[src/rtl/sw_seq_multi.sv]
// sw_seq_multi: multi-axis DAC switch sequencer.
// Each axis engine runs on a sw_req rising edge. It steps through a per-step
// duration table, forward or backward. For each step it drives a hi/lo code
// per DAC channel from the step pattern. After the last step it waits a
// programmable ack delay, then pulses sw_ack for one cycle.
//
// Ports
//   clk, rst           clock; synchronous active-high reset
//   sw_req[a]          request, rising edge starts a run on axis a
//   sw_abort[a]        level abort, honoured in RUN / ACK_WAIT
//   sw_time_forward    step k duration at [k*TIME_W +: TIME_W]
//   sw_time_backward   same layout, used for backward runs
//   sw_pattern         bit [k*NUM_DAC+d]: DAC d uses hi code in step k
//   sw_code_hi/lo      DAC codes for active / inactive channels
//   reg_dir_mode       0 toggle per run, 1 fwd, 2 bwd, 3 fwd
//   reg_sw_ack_time    cycles between last step and ack
//   dac_sw             axis a channel d at [(a*NUM_DAC+d)*DAC_W +: DAC_W]
//   sw_busy / sw_ack / sw_ack_any / sw_overrun  status per axis
//
// state    | meaning
// ---------+-----------------------------------------------
// IDLE     | waiting for a request edge; codes hold
// RUN      | stepping through the latched table
// ACK_WAIT | counting the latched ack delay, final codes hold
// ACK      | one-cycle completion pulse
module sw_seq_multi #(
   parameter int NUM_AXIS = 2,
   parameter int NUM_DAC  = 4,
   parameter int DAC_W    = 12,
   parameter int NUM_STEP = 7,
   parameter int TIME_W   = 24
) (
   input  logic                               clk,
   input  logic                               rst,
   input  logic [NUM_AXIS-1:0]                sw_req,
   input  logic [NUM_AXIS-1:0]                sw_abort,
   input  logic [NUM_STEP*TIME_W-1:0]         sw_time_forward,
   input  logic [NUM_STEP*TIME_W-1:0]         sw_time_backward,
   input  logic [NUM_STEP*NUM_DAC-1:0]        sw_pattern,
   input  logic [DAC_W-1:0]                   sw_code_hi,
   input  logic [DAC_W-1:0]                   sw_code_lo,
   input  logic [1:0]                         reg_dir_mode,
   input  logic [31:0]                        reg_sw_ack_time,
   output logic [NUM_AXIS*NUM_DAC*DAC_W-1:0]  dac_sw,
   output logic [NUM_AXIS-1:0]                sw_busy,
   output logic [NUM_AXIS-1:0]                sw_ack,
   output logic                               sw_ack_any,
   output logic [NUM_AXIS-1:0]                sw_overrun
);

   localparam int STEP_W = (NUM_STEP > 1) ? $clog2(NUM_STEP) : 1;
   localparam int TBL_W  = NUM_STEP * TIME_W;
   localparam int PAT_W  = NUM_STEP * NUM_DAC;
   localparam int CODE_W = NUM_DAC * DAC_W;
   localparam logic [STEP_W-1:0] LAST_IDX = STEP_W'(NUM_STEP - 1);

   typedef enum logic [1:0] {
      S_IDLE     = 2'd0,
      S_RUN      = 2'd1,
      S_ACK_WAIT = 2'd2,
      S_ACK      = 2'd3
   } state_t;

   // A zero duration is stretched to one cycle.
   function automatic logic [TIME_W-1:0] step_dur(input logic [TBL_W-1:0]  tbl,
                                                  input logic [STEP_W-1:0] k);
      logic [TIME_W-1:0] t;
      t = tbl[int'(k)*TIME_W +: TIME_W];
      return (t == '0) ? TIME_W'(1) : t;
   endfunction

   function automatic logic [CODE_W-1:0] step_codes(input logic [PAT_W-1:0]  pat,
                                                    input logic [STEP_W-1:0] k,
                                                    input logic [DAC_W-1:0]  hi,
                                                    input logic [DAC_W-1:0]  lo);
      logic [CODE_W-1:0] c;
      c = '0;
      for (int d = 0; d < NUM_DAC; d++)
         c[d*DAC_W +: DAC_W] = pat[int'(k)*NUM_DAC + d] ? hi : lo;
      return c;
   endfunction

   // A request held high through reset is blocked until it has been seen low,
   // so only a genuine rising edge after reset can start a run.
   logic [NUM_AXIS-1:0] req_q, req_d, req_block;

   always_ff @(posedge clk) begin
      if (rst) begin
         req_q     <= '0;
         req_d     <= '0;
         req_block <= sw_req;
      end else begin
         req_block <= req_block & sw_req;
         req_q     <= sw_req & ~req_block;
         req_d     <= req_q;
      end
   end

   for (genvar a = 0; a < NUM_AXIS; a++) begin : g_axis
      state_t              state_q, state_n;
      logic [STEP_W-1:0]   step_q, step_nxt, first_step;
      logic                dir_q, dir_flag_q, dir_start;
      logic [TBL_W-1:0]    tbl_q, tbl_sel;
      logic [PAT_W-1:0]    pat_q;
      logic [TIME_W-1:0]   tcnt_q;
      logic [31:0]         acnt_q;
      logic [CODE_W-1:0]   code_q;
      logic                overrun_q;
      logic                req_edge, last_step, start, advance, abort_go, done;

      assign req_edge = req_q[a] & ~req_d[a];

      always_comb begin
         state_n    = state_q;
         start      = 1'b0;
         advance    = 1'b0;
         abort_go   = 1'b0;
         done       = 1'b0;
         dir_start  = (reg_dir_mode == 2'd2) | ((reg_dir_mode == 2'd0) & dir_flag_q);
         tbl_sel    = dir_start ? sw_time_backward : sw_time_forward;
         first_step = dir_start ? LAST_IDX : '0;
         last_step  = dir_q ? (step_q == '0) : (step_q == LAST_IDX);
         step_nxt   = dir_q ? (step_q - STEP_W'(1)) : (step_q + STEP_W'(1));
         case (state_q)
            S_IDLE: begin
               if (req_edge) begin
                  start   = 1'b1;
                  state_n = S_RUN;
               end
            end
            S_RUN: begin
               if (sw_abort[a]) begin
                  abort_go = 1'b1;
                  state_n  = S_IDLE;
               end else if (tcnt_q == TIME_W'(1)) begin
                  if (last_step)
                     state_n = (acnt_q == '0) ? S_ACK : S_ACK_WAIT;
                  else
                     advance = 1'b1;
               end
            end
            S_ACK_WAIT: begin
               if (sw_abort[a]) begin
                  abort_go = 1'b1;
                  state_n  = S_IDLE;
               end else if (acnt_q == 32'd1) begin
                  state_n = S_ACK;
               end
            end
            S_ACK: begin
               done    = 1'b1;
               state_n = S_IDLE;
            end
            default: state_n = S_IDLE;
         endcase
      end

      always_ff @(posedge clk) begin
         if (rst) begin
            state_q    <= S_IDLE;
            step_q     <= '0;
            dir_q      <= 1'b0;
            dir_flag_q <= 1'b0;
            tbl_q      <= '0;
            pat_q      <= '0;
            tcnt_q     <= '0;
            acnt_q     <= '0;
            code_q     <= '0;
            overrun_q  <= 1'b0;
         end else begin
            state_q <= state_n;
            if (req_edge && (state_q != S_IDLE))
               overrun_q <= 1'b1;
            // The ack counter is loaded at start and left alone during RUN,
            // so it doubles as the latched copy of the ack delay.
            if (start) begin
               dir_q  <= dir_start;
               tbl_q  <= tbl_sel;
               pat_q  <= sw_pattern;
               acnt_q <= reg_sw_ack_time;
               step_q <= first_step;
               tcnt_q <= step_dur(tbl_sel, first_step);
               code_q <= step_codes(sw_pattern, first_step, sw_code_hi, sw_code_lo);
            end else if (advance) begin
               step_q <= step_nxt;
               tcnt_q <= step_dur(tbl_q, step_nxt);
               code_q <= step_codes(pat_q, step_nxt, sw_code_hi, sw_code_lo);
            end else if (state_q == S_RUN) begin
               tcnt_q <= tcnt_q - TIME_W'(1);
            end
            if (state_q == S_ACK_WAIT)
               acnt_q <= acnt_q - 32'd1;
            if (abort_go)
               code_q <= {NUM_DAC{sw_code_lo}};
            if (done)
               dir_flag_q <= ~dir_flag_q;
         end
      end

      assign sw_busy[a]    = (state_q != S_IDLE);
      assign sw_ack[a]     = (state_q == S_ACK);
      assign sw_overrun[a] = overrun_q;
      assign dac_sw[a*CODE_W +: CODE_W] = code_q;
   end

   assign sw_ack_any = |sw_ack;

endmodule

[config.mk]
export PLATFORM = sky130hd
export DESIGN_NAME = sw_seq_multi
export DESIGN_NICKNAME = d
export VERILOG_FILES = /design/src/rtl/sw_seq_multi.sv
export SDC_FILE = /design/constraint.sdc
export NUM_CORES = 2
export LEC_CHECK = 0
export CAP_MARGIN = 10
export CORE_MARGIN = 10
export CORE_UTILIZATION = 40
export CTS_BUF_LIST = sky130_fd_sc_hd__clkbuf_2 sky130_fd_sc_hd__clkbuf_4 sky130_fd_sc_hd__clkbuf_8
export DETAILED_ROUTE_END_ITERATION = 10
export PLACE_DENSITY = 0.6
export SLEW_MARGIN = 20
export SYNTH_ARGS = -nofsm -noshare
export SYNTH_HDL_FRONTEND = slang
export SYNTH_SLANG_ARGS = --single-unit
[constraint.sdc]
create_clock -name clk -period 4.5 [get_ports clk]
set_input_delay 0.45 -clock clk [delete_from_list [all_inputs] [get_ports clk]]
set_output_delay 0.45 -clock clk [all_outputs]
set_load 0.05 [all_outputs]
**Yosys cells after proc, flatten, opt, wreduce, memory -nomap -nowiden**

Index checks and enable logic that the tools add are counted.
W data, S select, Z words.

- Shift operators: 4
- $lt $le $gt $ge: 16
- Reduce and logical (&&, ||, !) cells: 28
- Muxes and demuxes: 127
- Multiply operators: 4
- Equality and inequality tests: 21
- Div/mod/pow operators: 0
- $add $sub $neg: 20
- Bitwise logic cells: 13

Operators with widths:

| operator | count |
|---|---|
| $shiftx A168 B9 Y24 | 4 |
| $mux W168 | 2 |
| $mux W48 | 6 |
| $mux W24 | 10 |
| $mux W12 | 16 |
| $mux W32 | 4 |
| $logic_not A24 Y1 | 4 |
| $lt A6 B6 Y1 const B | 12 |
| $eq A32 B1 Y1 const B | 2 |
| $logic_not A32 Y1 | 2 |
| $sub A32 B1 Y32 const B | 2 |
| $bmux W1 S5 | 12 |
| $mux W1 | 50 |
| $add A5 B2 Y6 const B | 8 |
| $eq A24 B1 Y1 const B | 2 |
| $sub A24 B1 Y24 const B | 2 |
| $mux W2 | 13 |
| $add A5 B1 Y6 const B | 4 |
| $lt A5 B6 Y1 const B | 4 |
| $mux W3 | 8 |
| $mul A3 B2 Y5 const B | 4 |
| $ne A3 B3 Y1 const B | 6 |
| $pmux W2 S4 | 2 |
| $bmux W1 S3 | 4 |
| 18 further kinds | 50 |

- Register bits after elaboration: 622
- ROM bits: 0
- Word-level logic and storage cells: 256
- Bits of input ports: 428
- Bits in latches: 0
- Memory bits (writable): 0
- Memories: 0

**Logic depth before layout (Yosys ltp)**

- Depth in word-level cells: 11
- Depth in mapped cells: 11
- Depth with buffers taken out: 9

**Worst setup path before layout**

No wires, ideal clock.

- Path type: register -> register
- Start point: register g_axis[1].step_q[0]
- End point: register g_axis[1].tcnt_q[0]
- Period minus slack after synthesis: 3.201 ns
- Cell stages (with the launch flop): 11
- Slack: 1.299 ns
- Buffers on the path: 2
- Data arrival time: 3.140 ns
- Setup time: 0.060 ns
- Cell sequence: dfxtp_1 fa_1 buf_1 clkbuf_1 mux2_2 a221oi_1 nand4_1 a22oi_1 nand3_1 o21ai_0 a32o_1

- Word-level cells in the longest chain between the ends: 8
- Elaborated cells between the ends (all ways): 17
- Classes of those cells: add/sub (2); mul (1); eq/ne (1); shift (1); mux (9); reduce/logical (3)

Ends and longest elaborated chain:

| item | RTL line | source |
|---|---|---|
| start, declared | 101 | `logic [STEP_W-1:0] step_q, step_nxt, first_step;` |
| start signal, assigned | 181 | `step_q <= first_step;` |
| start signal, assigned | 185 | `step_q <= step_nxt;` |
| $add A3 B1 Y3 (tied with other cells) | 123 | `step_nxt = dir_q ? (step_q - STEP_W'(1)) : (step_q + STEP_W'(1));` |
| $mux W3 or $mux W1 (tied branches) | 123, 122 |  |
| $mul A3 B2 Y5 or $mux W1 (tied branches) | 68, 136 |  |
| $shiftx A168 B9 Y24 or $mux W1 (tied branches) | 68, 135 |  |
| $logic_not A24 Y1 or $mux W1 (tied branches) | 69, 132 |  |
| $mux W24 or $mux W1 (tied branches) | 69, 124 |  |
| $mux W24 | 184 | `end else if (advance) begin` |
| $mux W24 | 176 | `if (start) begin` |
| end signal, assigned | 182 | `tcnt_q <= step_dur(tbl_sel, first_step);` |
| end signal, assigned | 186 | `tcnt_q <= step_dur(tbl_q, step_nxt);` |
| end signal, assigned | 189 | `tcnt_q <= tcnt_q - TIME_W'(1);` |
| end, declared | 105 | `logic [TIME_W-1:0] tcnt_q;` |

Several ways; a longest one is shown, not always the timed one.
A chain may end at the register's enable or synchronous reset.

**Worst setup path after layout**

- Start point: register g_axis[1].step_q[1]
- End point: register g_axis[1].tcnt_q[0]

Same word-level chain as after synthesis.

==> out/results.ini <==
[outcome]
status = finished, final reports clean

[min_path]
hp-class = input pin to flip-flop

[cells_and_area]
seqCellArea_um2 = 12500
fin_util_pct = 51.0
final.fill_count = 7702
multiInputGateArea_um2 = 17800
nets = 4871
drive_gt1_share_pct = 9.80
final_area_um2 = 40200
area_growth_pct = 26.3

[routing]
drc = 0
vias_per_cell = 6.18
antenna_left = 0
drt-pass1-iter-count = 6
drt-wirelength-per-cell_um = 28.0
routed-via-count = 34400
wirelength_um = 156000
detail_route.iter0.violations = 4362

[grt]
grt_pass1_vias = 32000
grt_max_degree = 176
grt_overflow_total = 0
grt_pass1_wl_um = 223000
grt_usage_pct = 32.5
antenna_found_initial = 9

[die]
die_area_um2 = 91200
core_region_area_um2 = 78900
rows = 103
die_width_um = 302
start_util_pct = 40.3
io_pins = 531
die_h_um = 302

[logic_synthesis]
synth_top_area_cell = dfxtp_1
syn_area_um2 = 31800
synth-main-ff-cell = dfxtp_1
synthArstFlopShare_pct = 0
ys_types = 81
synth_top_area_share_pct = 39.1
synth_area_per_cell_um2 = 7.77
syn-num-nets = 4544
yosysMostFrequentCell = nand2_1
synthTopCellsByCount = nand2_1 (901), dfxtp_1 (622), nor2_1 (534)
synth_edf_count = 0
seq_area_frac_synth_pct = 39.1
synthCells = 4094
synth-seq-cells = 622
ys_warn_count = 0
synth_top_cells_by_area = dfxtp_1 (39%), nand2_1 (11%), a311oi_1 (8.1%)

[critical_path]
endpoint_kind = flip-flop
crit_required_ns = 5.17
critPathKind = flip-flop to flip-flop
cp_max_fo = 27
worst_setup_path_start_kind = flip-flop
cp_data_arrival_time_ns = 4.42

[clock_network]
clkTransAtPathRegs_ns = 0.06
htree_levels = 3
clock_sinks = 622
clk_path_buf_depth = 3
insertion_delay_ns = 0.75
cts_tree = done
cts_made_buffers = 112
cts_root_buf = clkbuf_8
post_cts_resized = 0

[timing]
worstMarginPinSlew_ns = 1.22
rsz0062_at_grt = no
holdWs_ns = 0.270
finalSetupViolCount = 0
final.setup.tns_ns = 0
final.min_clock_period_ns = 3.75
hold_viol = 0
slew_headroom_pct = 18.5
period_share_pct = 83.3
slew_violations = 0
clock.fmax_mhz = 267
final.setup_skew_ns = 0.0419

[power_and_ir_drop]
p_leak_nw = 14.3
ir_drop_mv = 0.237
p_per_area_nw_per_um2 = 439

[place]
gp_congestion = 1.07
dpl_cell_area_um2 = 37700
dp_hpwl_um = 113000
port_buffers = 530

[flow_run]
drv_cap = 0

-- final timing paths --
kind	startpoint	cells after the start	end	slack (ns)
max	g_axis[1].step_q[1]	8	g_axis[1].tcnt_q[0]	0.75
min	sw_req[1]	2	req_block[1]	0.27
max reg2reg	g_axis[1].step_q[1]	8	g_axis[1].tcnt_q[0]	0.75
min reg2reg	req_block[0]	1	req_q[0]	0.43
-- final cells by class --
cell class                      count  share of cell area [%]
Sequential cell                   622                    31.0
Clock buffer                      186                    5.67
Clock inverter                     15                   0.358
Tap cell                         1050                    3.27
Antenna cell                        9                  0.0560
Timing Repair Buffer              604                    15.0
Multi-Input combinational cell   3043                    44.3
Inverter                           38                   0.355
-- layer usage --
metal / up-vias / wire length (µm) / track usage (%)
li1: 15600 / - / -
met1: 16500 / 62800 / 42.3
met2: 2002 / 67700 / 48.9
met3: 366 / 15900 / 7.83
met4: 0 / 9400 / 18.2
met5: - / 0 / 0
-- cell usage in the layout (no fill, tap or decap), drive strengths merged, types with 97 or more instances in the layout --
cell | Yosys | routed
dfxtp | 622 | 622
a311oi | 294 | 294
o21ai | 171 | 171
a211oi | 116 | 116
nor2 | 534 | 534
clkbuf | 335 | 186
a21oi | 210 | 210
clkdlybuf4s50 | 0 | 529
o22ai | 97 | 97
nand2 | 901 | 901
-- through the flow --
stage / std cells / total power, mW / setup slack (ns)
global route: 5565 / 18.3 / 0.641
detailed placement: 5356 / 11.8 / 0.854
finish: 5567 / 17.6 / 0.753
global placement: 5356 / 11.8 / 0.875
floorplan: 4094 / 9.73 / 1.30
CTS: 5558 / 17.6 / 0.841
-- state kept, by name, indices dropped and copies added, names as in the netlist, 4 cells and up --
register / flops
g_axis.tbl_q: 336
g_axis.code_q: 96
g_axis.acnt_q: 64
g_axis.pat_q: 56
g_axis.tcnt_q: 48
g_axis.step_q: 6
g_axis.state_q: 4
-- critical path, cell delays in order, from the launching register on --
cell and delay [ns]:
dfxtp_1 0.34, fa_4 1.17, mux2_2 0.41, a22oi_1 0.44, o21ai_0 0.38, nor4_1 0.35
nand3_1 0.12, o21ai_0 0.26, a32o_1 0.16
-- cell families after synthesis --
family | after synthesis | synth area share (%)
adders and majority gates | 22 | 0.912
DFF | 622 | 39.1
AOI/OAI and AO/OA | 1152 | 25.2
muxes | 126 | 6.40
and+or+nand+nor | 1718 | 22.5
xor gates and xnor gates | 25 | 0.775
buffers and inverters | 429 | 5.14
-- power breakdown --
part,switching (mW),internal [mW],leakage [nW]
registers,0.583,6.12,5.09
logic,3.24,1.93,7.95
clock network,2.54,3.24,1.30
total,6.36,11.3,14.3
-- timing repair --
action / CTS / global route
buffers inserted: 0 / 0
hold buffers: 1 / 0
hold endpoints to repair: 18 / 0
Note: power is estimated with default switching activity, not from simulation.
